$ cat config.mk
export PLATFORM = sky130hd
export DESIGN_NAME = tx_dual_buffer_regs
export DESIGN_NICKNAME = d
export VERILOG_FILES = /design/src/rtl/tx_dual_buffer_regs.sv
export SDC_FILE = /design/constraint.sdc
export NUM_CORES = 1
export LEC_CHECK = 0
export CAP_MARGIN = 20
export CELL_PAD_IN_SITES_DETAIL_PLACEMENT = 0
export CELL_PAD_IN_SITES_GLOBAL_PLACEMENT = 1
export CORE_MARGIN = 2
export CORE_UTILIZATION = 44
export CTS_BUF_LIST = sky130_fd_sc_hd__clkbuf_4 sky130_fd_sc_hd__clkbuf_8 sky130_fd_sc_hd__clkbuf_16
export DETAILED_ROUTE_END_ITERATION = 6
export HOLD_SLACK_MARGIN = 0.12
export PLACE_DENSITY_LB_ADDON = 0.05
export SYNTH_ARGS = -nofsm -noshare
export SYNTH_HDL_FRONTEND = slang
export SYNTH_SLANG_ARGS = --single-unit
export TNS_END_PERCENT = 50
$ cat constraint.sdc
create_clock -name clk -period 2.7 [get_ports clk]
set_input_delay 0.54 -clock clk [delete_from_list [all_inputs] [get_ports clk]]
set_output_delay 0.54 -clock clk [all_outputs]
set_load 0.01 [all_outputs]
$ cat src/rtl/tx_dual_buffer_regs.sv
// rtl/tx_dual_buffer_regs.sv - size/burst control registers plus two MSB-first transmit shift buffers.
// Define TXBUF_BITCOUNT_EN to add per-buffer remaining-bit counters and empty0/empty1 outputs.

module tx_shift_buffer #(
  parameter int BUF_W = 32
) (
  input  logic             clk,
  input  logic             reset,
  input  logic [BUF_W-1:0] data,
  input  logic             load,
  input  logic             shift,
`ifdef TXBUF_BITCOUNT_EN
  output logic             empty,
`endif
  output logic             serial_out
);

  logic [BUF_W-1:0] shreg;

  always_ff @(posedge clk) begin
    if (reset) begin
      shreg <= '0;
    end else if (load) begin
      shreg <= data;
    end else if (shift) begin
      shreg <= {shreg[BUF_W-2:0], 1'b0};
    end
  end

  assign serial_out = shreg[BUF_W-1];

`ifdef TXBUF_BITCOUNT_EN
  localparam int CNT_W = $clog2(BUF_W + 1);
  localparam logic [CNT_W-1:0] FULL_COUNT = CNT_W'(BUF_W);

  logic [CNT_W-1:0] bit_count;

  // Counts bits still to be presented; saturates at zero on extra shifts.
  always_ff @(posedge clk) begin
    if (reset) begin
      bit_count <= '0;
    end else if (load) begin
      bit_count <= FULL_COUNT;
    end else if (shift && (bit_count != '0)) begin
      bit_count <= bit_count - 1'b1;
    end
  end

  assign empty = (bit_count == '0);
`endif

endmodule

module tx_dual_buffer_regs #(
  parameter int         BUF_W      = 32,
  parameter logic [3:0] ADDR_SIZE  = 4'h0,
  parameter logic [3:0] ADDR_BURST = 4'h1
) (
  input  logic             clk,
  input  logic             reset,
  input  logic [7:0]       Tdata,
  input  logic             Twrite,
  input  logic [3:0]       Taddr,
  output logic [7:0]       dataout1,
  output logic [7:0]       dataout2,
  input  logic [BUF_W-1:0] data,
  input  logic             loadB0,
  input  logic             loadB1,
  input  logic             shiftB0,
  input  logic             shiftB1,
`ifdef TXBUF_BITCOUNT_EN
  output logic             empty0,
  output logic             empty1,
`endif
  output logic             buffout0,
  output logic             buffout1
);

  logic [7:0] size_reg;
  logic [7:0] burst_reg;

  // Writes to unmapped addresses are silently dropped.
  always_ff @(posedge clk) begin
    if (reset) begin
      size_reg  <= '0;
      burst_reg <= '0;
    end else if (Twrite) begin
      if (Taddr == ADDR_SIZE) begin
        size_reg <= Tdata;
      end
      if (Taddr == ADDR_BURST) begin
        burst_reg <= Tdata;
      end
    end
  end

  assign dataout1 = size_reg;
  assign dataout2 = burst_reg;

  tx_shift_buffer #(
    .BUF_W(BUF_W)
  ) u_buf0 (
    .clk       (clk),
    .reset     (reset),
    .data      (data),
    .load      (loadB0),
    .shift     (shiftB0),
`ifdef TXBUF_BITCOUNT_EN
    .empty     (empty0),
`endif
    .serial_out(buffout0)
  );

  tx_shift_buffer #(
    .BUF_W(BUF_W)
  ) u_buf1 (
    .clk       (clk),
    .reset     (reset),
    .data      (data),
    .load      (loadB1),
    .shift     (shiftB1),
`ifdef TXBUF_BITCOUNT_EN
    .empty     (empty1),
`endif
    .serial_out(buffout1)
  );

endmodule

== After elaboration in Yosys (flattened, before gate mapping) ==
Index checks and enable logic that the tools add are counted.
Cells by class
  eq/ne operators: 1
  muxes and demuxes: 4
  reduce and logical (&&, ||, !) cells: 5
Operators with widths (count)
  $mux W32: 4
  $eq A4 B1 Y1 const B: 1
  $logic_not A4 Y1: 1
  $reduce_and A2 Y1: 2
  $reduce_bool A2 Y1: 2
Word-level totals
  bits in registers: 80
  input port bits: 51
  output and inout bits: 18
  word-level logic and storage cells: 14

== Logic depth before layout (Yosys ltp) ==
Gate-level depths: netlist of run 1.
  depth after elaboration: 2
  mapped depth: 5
  depth with buffers taken out: 3

== By module ==
From an unflattened synthesis of run 1, not the netlist that was laid out.
Unflattened totals
  cells, all modules: 350
  area total of the unflattened synthesis: 4040.1 um^2
By module, submodules not included
  tx_shift_buffer: instances 2, cells an instance 142, area an instance 1661.6 um^2, sequential area each 640.6 um^2
  tx_dual_buffer_regs: instances 1, cells an instance 66, area an instance 716.9 um^2, sequential area each 320.3 um^2

== Worst setup path after synthesis of run 1 ==
Ideal clock, no wire load.
  path type: in2reg
  start point: in shiftB0
  end point: reg u_buf0.shreg[13]
  setup time: 0.128 ns
  arrival time: 1.244 ns
  required time: 2.572 ns
  path slack: 1.328 ns
  stages: 5
  path buffers: 2
  cells stage by stage: buf_6 -> buf_6 -> mux2_2 -> mux2i_1 -> nor2_1
Between the ends
  longest elaborated chain between the ends: 1
RTL lines
  start, declared: line 69  | input logic shiftB0,
  $reduce_bool A2 Y1 (no line)
  end signal, assigned: line 24  | shreg <= data;
  end signal, assigned: line 26  | shreg <= {shreg[BUF_W-2:0], 1'b0};
  end, declared: line 18  | logic [BUF_W-1:0] shreg;
Every way passes these cells.
A chain may end at the register's enable or synchronous reset.

== Worst setup path after layout of run 1 ==
  start point: reg u_buf0.shreg[31]
  end point: out buffout0
RTL lines
  end, declared: line 75  | output logic buffout0,
No word-level cell between the ends.

==> impl_metrics.env, run 1 <==
export IMPL_routabilityCongestion=0.671
export IMPL_crit_family="buffers and inverters"
export IMPL_clock_sinks=80
export IMPL_vdd_drop_max_v=0.000353
export IMPL_fp_coreArea_um2=8220
export IMPL_critPathRequiredTime_ps=2160
export IMPL_wl_mm=7.02
export IMPL_cp_end_kind="output pin"
export IMPL_yosys_warnings=0
export IMPL_dpl_cell_area_um2=4410
export IMPL_ys_seq_area_frac=0.428
export IMPL_r2r_cells=3
export IMPL_dr_pass1_iters=4
export IMPL_hpwl_mm=4.80
export IMPL_ant_nets=0
export IMPL_max_stage_delay_ps=560
export IMPL_routed_via_density=4.92
export IMPL_slew_violations=0
export IMPL_postCtsSetupBuffers=0
export IMPL_antenna_found_initial=0
export IMPL_crit_path_max_fanout=2
export IMPL_dp_cells=497
export IMPL_min_path_type="reg2reg"
export IMPL_synth_cell_type_count=16
export IMPL_wl_per_cell_um=13.7
export IMPL_tightest_slew_ps=669
export IMPL_mostFrequentLayoutCells="dfxtp_1 (80), mux2i_1 (78), clkdlybuf4s50_1 (65)"
export IMPL_final_nets=454
export IMPL_grt_pass1_vias=2454
export IMPL_status="completed"
export IMPL_clkTransAtPathRegs_ps=80
export IMPL_min_from="dataout1[7]"
export IMPL_holdPathEnd="dataout1[7]"
export IMPL_hold_viol=0
export IMPL_start_util=0.456
export IMPL_clockPowerShare=0.376
export IMPL_syn_cell_area_um2=3740
export IMPL_n_antenna_cell=0
export IMPL_critPathLaunchType="flip-flop"
export IMPL_areaGrowthSynthToFinish_pct=23.6
export IMPL_rsz0062_at_grt="no"
export IMPL_ys_ff_latch=80
export IMPL_max_freq_mhz=553
export IMPL_die_h_um=96.2
export IMPL_finish_utilization=0.563
export IMPL_instances_no_fill=513
export IMPL_power_switching_mw=0.601
export IMPL_hold_depth=2
export IMPL_gr_total_overflow=0
export IMPL_finalSetupViolCount=0
export IMPL_die_x_um=96.2
export IMPL_synth_nets=395
export IMPL_cts_tree="yes"
export IMPL_syn_area_per_cell_um2=10.9
export IMPL_slowest_stage="clkdlybuf4s50_1"
export IMPL_syn_inst=344
export IMPL_rr_startpoint="u_buf0.shreg[29]"
export IMPL_worstPathArrival_ps=1270
export IMPL_track_usage=0.165
export IMPL_placementRows=33
export IMPL_pwr_share_seq=0.491
export IMPL_clock_root_buffer="clkbuf_8"
export IMPL_cp_depth=1
export IMPL_layout_min_cycle_time_ps=1810
export IMPL_cp_num_buf_inv=1
export IMPL_clock_latency_ps=350
export IMPL_timing_rr_end="u_buf0.shreg[30]"
export IMPL_power_static_leakage_nw=2.04
export IMPL_reg2reg_slack_ps=1770
export IMPL_cts_made_buffers=9
export IMPL_p_sw_frac=0.232
export IMPL_power_mw=2.59
export IMPL_cellPowerDensity_nw_per_um2=559
export IMPL_grt_pass1_wl_mm=11.8
export IMPL_period_share=0.670
export IMPL_finalSetupTns_ps=0
export IMPL_io_pins=69
export IMPL_drc=0
export IMPL_dr_total_vias=2523
export IMPL_htreeDepth=3
export IMPL_drtIter0Drc=57
export IMPL_comb_power_share=0.133
export IMPL_grt_max_degree=43
export IMPL_cts_buffer_depth=2
export IMPL_cts_resized=0
export IMPL_max_slew_margin_rel=0.554
export IMPL_fin_skew_ps=10.2
export IMPL_drive_above_1_share=0.147
export IMPL_die_area_um2=9260
export IMPL_critical_path_class="reg2out"
export IMPL_port_buffers=68
export IMPL_cts_hold_buf=0
export IMPL_worstPathCellList="clkdlybuf4s50_1"
export IMPL_final_common_cell="dfxtp_1"
export IMPL_max_cap_viol_count=0
export IMPL_fin_area_um2=4630
export IMPL_power_internal_mw=1.99
[state kept, by name (all words and copies together) (netlist names)]
signal        count
dataout1          8
u_buf1.shreg     32
dataout2          8
u_buf0.shreg     32
[synth_stat cells]
master / n / area, µm²
mux2_2: 32 / 360
nand2b_1: 25 / 156
buf_4: 4 / 30.0
mux2_1: 30 / 338
nor3b_1: 2 / 15.0
dfxtp_1: 80 / 1600
nand2_1: 1 / 3.75
and2_1: 1 / 6.26
mux2i_1: 78 / 781
and2b_2: 1 / 8.76
nor2_1: 64 / 240
clkbuf_1: 7 / 26.3
nor4b_4: 1 / 23.8
a21oi_1: 2 / 10.0
buf_2: 6 / 30.0
buf_6: 10 / 113
[logic make-up after synthesis]
logic type | after synthesis | share of synthesized area
mux | 140 | 0.395
simple gates | 95 | 0.121
flops | 80 | 0.428
buf+inv | 27 | 0.0531
compound gates | 2 | 0.00267
[worst max-delay path by stage]
stage	startpoint	to	slack, ps
final	u_buf0.shreg[31]	buffout0	890
after detailed placement	shiftB1	u_buf1.shreg[6]	590
after global placement	shiftB1	u_buf1.shreg[7]	610
after global routing	dataout1[0]	dataout1[0]	840
after floorplan	shiftB0	u_buf0.shreg[13]	1330
after CTS	u_buf0.shreg[31]	buffout0	860
[through the flow]
step | hold slack [ps] | setup WS (ps)
floorplan | 493 | 1330
global placement | 459 | 613
detailed placement | 465 | 585
CTS | 481 | 861
global route | 497 | 839
finish | 472 | 891
[power groups by stage]
| stage | combinational, mW | clock (mW) | sequential, mW |
|---|---|---|---|
| global route | 0.381 | 1.05 | 1.28 |
| CTS | 0.352 | 1.01 | 1.27 |
| global placement | 0.342 | 0 | 1.30 |
| finish | 0.344 | 0.972 | 1.27 |
| detailed placement | 0.350 | 0 | 1.30 |
| floorplan | 0.234 | 0 | 1.29 |
[per-layer routing]
metal / global-route usage / share of wire / wire length (µm)
met3: 0.0399 / 0.038 / 266
met1: 0.209 / 0.48 / 3380
met4: 0.0714 / 0.018 / 126
met2: 0.268 / 0.46 / 3250
met5: 0 / 0 / 0
[final cells by class]
cell class,count,area (µm²)
clock buffer,10,138
clock inverter,6,82.6
timing repair buffer,75,731
multi-input combinational,237,1940
tap,105,131
fill,786,3590
sequential,80,1600
[tightest hold or removal path, stage by stage (launching register included)]
cell and delay, ps:
dfxtp_1 310, nand2b_1 60, mux2i_1 60
(Power assumes the default switching activity.)
==> run 2: changes to the inputs <==
--- a/config.mk
+++ b/config.mk
@@ -9,7 +9,7 @@
 export CELL_PAD_IN_SITES_DETAIL_PLACEMENT = 0
 export CELL_PAD_IN_SITES_GLOBAL_PLACEMENT = 1
 export CORE_MARGIN = 2
-export CORE_UTILIZATION = 44
+export CORE_UTILIZATION = 41
 export CTS_BUF_LIST = sky130_fd_sc_hd__clkbuf_4 sky130_fd_sc_hd__clkbuf_8 sky130_fd_sc_hd__clkbuf_16
 export DETAILED_ROUTE_END_ITERATION = 6
 export HOLD_SLACK_MARGIN = 0.12
==> constraint.sdc (replaced) <==
create_clock -name clk -period 1.9 [get_ports clk]
set_input_delay 0.38 -clock clk [delete_from_list [all_inputs] [get_ports clk]]
set_output_delay 0.38 -clock clk [all_outputs]
set_load 0.01 [all_outputs]
==> run 2 against run 1 <==
Compared with the run above: utilization down 3.1 points; die area up 7.0%; hold slack worse by 2.2 ps; total power up 43%; first-iteration DRC count down 7.0%; clock skew down 1.3 ps; flip-flop and latch count unchanged; cell count up 0.39%; via count unchanged; largest cell class unchanged.
==> impl_metrics.env, run 2 (same netlist as run 1, synthesis figures left out) <==
export IMPL_status="completed"
export IMPL_cts_hold_buf=0
export IMPL_hold_depth=2
export IMPL_wl_per_cell_um=13.6
export IMPL_cts_buffer_depth=2
export IMPL_dpl_cell_area_um2=4460
export IMPL_critPathRequiredTime_ps=1520
export IMPL_comb_power_share=0.136
export IMPL_fill_cells=829
export IMPL_power_switching_mw=0.826
export IMPL_final_nets=454
export IMPL_min_path_type="reg2reg"
export IMPL_vdd_drop_max_v=0.000462
export IMPL_placementRows=34
export IMPL_die_h_um=99.6
export IMPL_mostFrequentLayoutCells="dfxtp_1 (80), mux2i_1 (78), clkdlybuf4s50_1 (65)"
export IMPL_clock_sinks=80
export IMPL_drc=0
export IMPL_port_buffers=68
export IMPL_drtIter0Drc=53
export IMPL_dr_total_vias=2523
export IMPL_grt_pass1_wl_mm=11.9
export IMPL_period_share=0.855
export IMPL_finalSetupTns_ps=0
export IMPL_hpwl_mm=4.81
export IMPL_power_static_leakage_nw=2.06
export IMPL_power_internal_mw=2.88
export IMPL_grt_pass1_vias=2536
export IMPL_worstPathArrival_ps=1240
export IMPL_drive_above_1_share=0.145
export IMPL_pwr_share_seq=0.487
export IMPL_final_common_cell="dfxtp_1"
export IMPL_htreeDepth=3
export IMPL_timing_rr_end="u_buf1.shreg[21]"
export IMPL_antenna_found_initial=0
export IMPL_reg2reg_slack_ps=990
export IMPL_worstPathCellList="clkdlybuf4s50_1"
export IMPL_fp_coreArea_um2=8810
export IMPL_hold_viol=0
export IMPL_start_util=0.425
export IMPL_cp_num_buf_inv=1
export IMPL_layout_min_cycle_time_ps=1620
export IMPL_tightest_slew_ps=490
export IMPL_cts_tree="yes"
export IMPL_clock_latency_ps=340
export IMPL_max_freq_mhz=615
export IMPL_max_cap_viol_count=0
export IMPL_cts_made_buffers=9
export IMPL_max_stage_delay_ps=560
export IMPL_p_sw_frac=0.223
export IMPL_areaGrowthSynthToFinish_pct=25.1
export IMPL_track_usage=0.151
export IMPL_routabilityCongestion=0.656
export IMPL_critPathLaunchType="flip-flop"
export IMPL_io_pins=69
export IMPL_clkTransAtPathRegs_ps=80
export IMPL_cellPowerDensity_nw_per_um2=792
export IMPL_clock_root_buffer="clkbuf_8"
export IMPL_r2r_cells=3
export IMPL_ant_nets=0
export IMPL_rsz0062_at_grt="no"
export IMPL_max_slew_margin_rel=0.674
export IMPL_slowest_stage="clkdlybuf4s50_1"
export IMPL_top_regs="u_buf0.shreg x32, u_buf1.shreg x32"
export IMPL_dr_pass1_iters=4
export IMPL_gr_total_overflow=0
export IMPL_crit_path_max_fanout=2
export IMPL_critical_path_class="reg2out"
export IMPL_cp_end_kind="output pin"
export IMPL_min_from="dataout2[3]"
export IMPL_crit_family="buffers and inverters"
export IMPL_grt_max_degree=49
export IMPL_n_antenna_cell=0
export IMPL_slew_violations=0
export IMPL_die_area_um2=9910
export IMPL_finalSetupViolCount=0
export IMPL_postCtsSetupBuffers=0
export IMPL_cts_resized=0
export IMPL_rr_startpoint="u_buf1.shreg[20]"
export IMPL_clockPowerShare=0.377
export IMPL_holdPathEnd="dataout2[3]"
export IMPL_fin_area_um2=4680
export IMPL_die_x_um=99.6
export IMPL_routed_via_density=4.90
export IMPL_fin_skew_ps=8.91
export IMPL_wl_mm=7.03
run 2: per-layer routing:
| layer | global-route usage | vias to the layer above | routed length (µm) |
|---|---|---|---|
| met5 | 0 | - | 0 |
| met4 | 0.0558 | 0 | 110 |
| met3 | 0.0394 | 11 | 258 |
| met2 | 0.253 | 44 | 3330 |
| met1 | 0.188 | 1179 | 3330 |
| li1 | - | 1289 | - |
run 2: how the worst max path moves through the flow:
stage	startpoint	endpoint	slack, ps	cells past startpoint
finish	u_buf0.shreg[31]	buffout0	280	1
floorplan	shiftB0	u_buf0.shreg[13]	690	5
CTS	u_buf0.shreg[31]	buffout0	240	1
detailed placement	shiftB1	u_buf1.shreg[6]	70	5
global route	u_buf0.shreg[31]	buffout0	210	1
global placement	Taddr[1]	dataout1[4]	100	4
run 2: final cells by class:
type | instances | area, µm² | share of cell area
Sequential cell | 80 | 1600 | 0.342
Tap cell | 108 | 135 | 0.0288
Multi-Input combinational cell | 237 | 1940 | 0.415
Clock inverter | 3 | 65.1 | 0.0139
Clock buffer | 12 | 159 | 0.0339
Timing Repair Buffer | 75 | 781 | 0.167
run 2: power groups by stage:
| stage | logic [mW] | registers [mW] | clock network [mW] |
|---|---|---|---|
| after floorplan | 0.333 | 1.83 | 0 |
| after global placement | 0.501 | 1.84 | 0 |
| after detailed placement | 0.511 | 1.85 | 0 |
| after CTS | 0.513 | 1.81 | 1.45 |
| after global routing | 0.554 | 1.82 | 1.51 |
| final | 0.503 | 1.81 | 1.40 |
run 2: through the flow:
| stage | hold slack (ps) | total power [mW] | cells | setup slack, ps | utilization |
|---|---|---|---|---|---|
| 2_1_floorplan | 493 | 2.17 | 344 | 688 | - |
| 3_3_place_gp | 460 | 2.35 | 500 | 99.4 | 0.507 |
| 3_5_place_dp | 461 | 2.36 | 500 | 74.5 | 0.507 |
| 4_1_cts | 477 | 3.77 | 515 | 236 | 0.532 |
| 5_1_grt | 491 | 3.88 | 515 | 209 | 0.532 |
| 6_report | 470 | 3.71 | 515 | 275 | 0.532 |
==> run 3: changes to the inputs <==
--- a/config.mk
+++ b/config.mk
@@ -6,8 +6,9 @@
 export NUM_CORES = 1
 export LEC_CHECK = 0
 export CAP_MARGIN = 20
-export CELL_PAD_IN_SITES_DETAIL_PLACEMENT = 0
+export CELL_PAD_IN_SITES_DETAIL_PLACEMENT = 1
 export CELL_PAD_IN_SITES_GLOBAL_PLACEMENT = 1
+export CORE_ASPECT_RATIO = 1.4
 export CORE_MARGIN = 2
 export CORE_UTILIZATION = 41
 export CTS_BUF_LIST = sky130_fd_sc_hd__clkbuf_4 sky130_fd_sc_hd__clkbuf_8 sky130_fd_sc_hd__clkbuf_16
==> run 3 against run 2 <==
Compared with the run above: hold slack gained 2.2 ps; sequential power is essentially flat; non-clock buffer count grew 1; highest routed layer unchanged; flip-flop and latch count is the same; clock skew shrank 2.3 ps.
==> impl_metrics.env, run 3 (same netlist as run 1, synthesis figures left out) <==
export IMPL_status="completed"
export IMPL_p_sw_frac=0.222
export IMPL_crit_family="buffers and inverters"
export IMPL_hold_depth=2
export IMPL_fin_skew_ps=6.58
export IMPL_pre_cts_ws_ps=47.5
export IMPL_clock_sinks=80
export IMPL_io_pins=69
export IMPL_htreeDepth=3
export IMPL_crit_path_max_fanout=2
export IMPL_n_antenna_cell=0
export IMPL_start_util=0.419
export IMPL_routed_via_density=5.11
export IMPL_slew_violations=0
export IMPL_die_h_um=117
export IMPL_final_nets=455
export IMPL_cts_made_buffers=9
export IMPL_dr_total_vias=2633
export IMPL_drc=0
export IMPL_clkTransAtPathRegs_ps=60
export IMPL_postCtsSetupBuffers=0
export IMPL_comb_power_share=0.123
export IMPL_slowest_stage="clkdlybuf4s50_1"
export IMPL_layout_min_cycle_time_ps=1620
export IMPL_wl_mm=7.97
export IMPL_rsz0062_at_grt="no"
export IMPL_fill_cells=970
export IMPL_clock_latency_ps=330
export IMPL_routabilityCongestion=0.663
export IMPL_final_common_cell="dfxtp_1"
export IMPL_cp_end_kind="output pin"
export IMPL_layout_setup_ws_ps=278
export IMPL_cts_tree="yes"
export IMPL_power_switching_mw=0.923
export IMPL_areaGrowthSynthToFinish_pct=28.1
export IMPL_cts_hold_buf=0
export IMPL_holdPathEnd="dataout2[5]"
export IMPL_dp_cells=500
export IMPL_rr_startpoint="u_buf0.shreg[30]"
export IMPL_hpwl_mm=5.36
export IMPL_port_buffers=68
export IMPL_tightest_slew_ps=400
export IMPL_critical_path_class="reg2out"
export IMPL_cp_num_buf_inv=1
export IMPL_antenna_found_initial=0
export IMPL_cts_buffer_depth=2
export IMPL_power_internal_mw=3.23
export IMPL_gr_total_overflow=0
export IMPL_grt_pass1_vias=2701
export IMPL_grt_pass1_wl_mm=13.0
export IMPL_track_usage=0.168
export IMPL_drtIter0Drc=76
export IMPL_die_area_um2=9920
export IMPL_period_share=0.853
export IMPL_hold_viol=0
export IMPL_max_stage_delay_ps=560
export IMPL_finalSetupViolCount=0
export IMPL_r2r_cells=3
export IMPL_instances_no_fill=515
export IMPL_ant_nets=0
export IMPL_fp_coreArea_um2=8930
export IMPL_vdd_drop_max_v=0.000529
export IMPL_worstPathArrival_ps=1240
export IMPL_clockPowerShare=0.441
export IMPL_dr_pass1_iters=4
export IMPL_pwr_share_seq=0.436
export IMPL_min_from="dataout2[5]"
export IMPL_critPathRequiredTime_ps=1520
export IMPL_wl_per_cell_um=15.5
export IMPL_max_freq_mhz=617
export IMPL_drive_above_1_share=0.147
export IMPL_hold_slack_ps=472
export IMPL_worstPathCellList="clkdlybuf4s50_1"
export IMPL_timing_rr_end="u_buf0.shreg[30]"
export IMPL_cts_resized=0
export IMPL_max_cap_viol_count=0
export IMPL_clock_root_buffer="clkbuf_16"
export IMPL_finalSetupTns_ps=0
export IMPL_power_static_leakage_nw=2.11
export IMPL_placementRows=41
export IMPL_mostFrequentLayoutCells="dfxtp_1 (80), mux2i_1 (78), clkdlybuf4s50_1 (65)"
export IMPL_critPathLaunchType="flip-flop"
export IMPL_max_slew_margin_rel=0.733
export IMPL_cellPowerDensity_nw_per_um2=866
export IMPL_min_path_type="reg2reg"
export IMPL_reg2reg_slack_ps=1000
export IMPL_grt_max_degree=51
export IMPL_top_regs="u_buf0.shreg x32, u_buf1.shreg x32"
export IMPL_die_x_um=84.8
==> run 3: changes by cell type in the layout (fill, tap and decap cells not counted), sizes merged <==
cell | before | now
clkinv | 1 | 3
clkbuf | 12 | 10
buf | 10 | 11
==> run 3: worst max path at each step <==
stage,slack (ps),from,endpoint,cells after the start
final,280,dataout1[1],dataout1[1],1
after global routing,240,dataout1[1],dataout1[1],1
after CTS,250,dataout1[1],dataout1[1],1
after detailed placement,50,Taddr[1],dataout1[5],4
after global placement,110,Taddr[1],dataout1[1],4
after floorplan,690,shiftB0,u_buf0.shreg[13],5
==> run 3: final cells by class <==
class | instances | area, µm² | share of cell area
clock buffers | 10 | 233 | 0.0485
well taps | 107 | 134 | 0.0279
clock inverters | 5 | 82.6 | 0.0172
multi-input cells | 237 | 1940 | 0.405
repair buffers | 76 | 801 | 0.167
flip-flops and latches | 80 | 1600 | 0.334
==> run 3: metal layers <==
metal	share of wire	GRT usage	up-vias	wire, µm
li1	-	-	1299	-
met1	0.43	0.192	1282	3390
met2	0.53	0.306	45	4220
met3	0.035	0.0400	7	281
met4	0.010	0.0571	0	82
met5	0	0	-	0
==> run 3: per-stage QoR <==
step	total power, mW	area (µm²)	util
6_report	4.15	4790	0.537
3_3_place_gp	2.35	4480	0.502
5_1_grt	4.34	4790	0.537
4_1_cts	4.22	4790	0.537
3_5_place_dp	2.37	4480	0.502
2_1_floorplan	2.17	3740	-
==> run 3: power groups by stage <==
| stage | Combinational, mW | Clock [mW] | Sequential (mW) |
|---|---|---|---|
| 5_1_grt | 0.563 | 1.96 | 1.82 |
| 4_1_cts | 0.524 | 1.89 | 1.81 |
| 6_report | 0.512 | 1.83 | 1.81 |
| 2_1_floorplan | 0.333 | 0 | 1.83 |
| 3_3_place_gp | 0.506 | 0 | 1.85 |
| 3_5_place_dp | 0.520 | 0 | 1.85 |
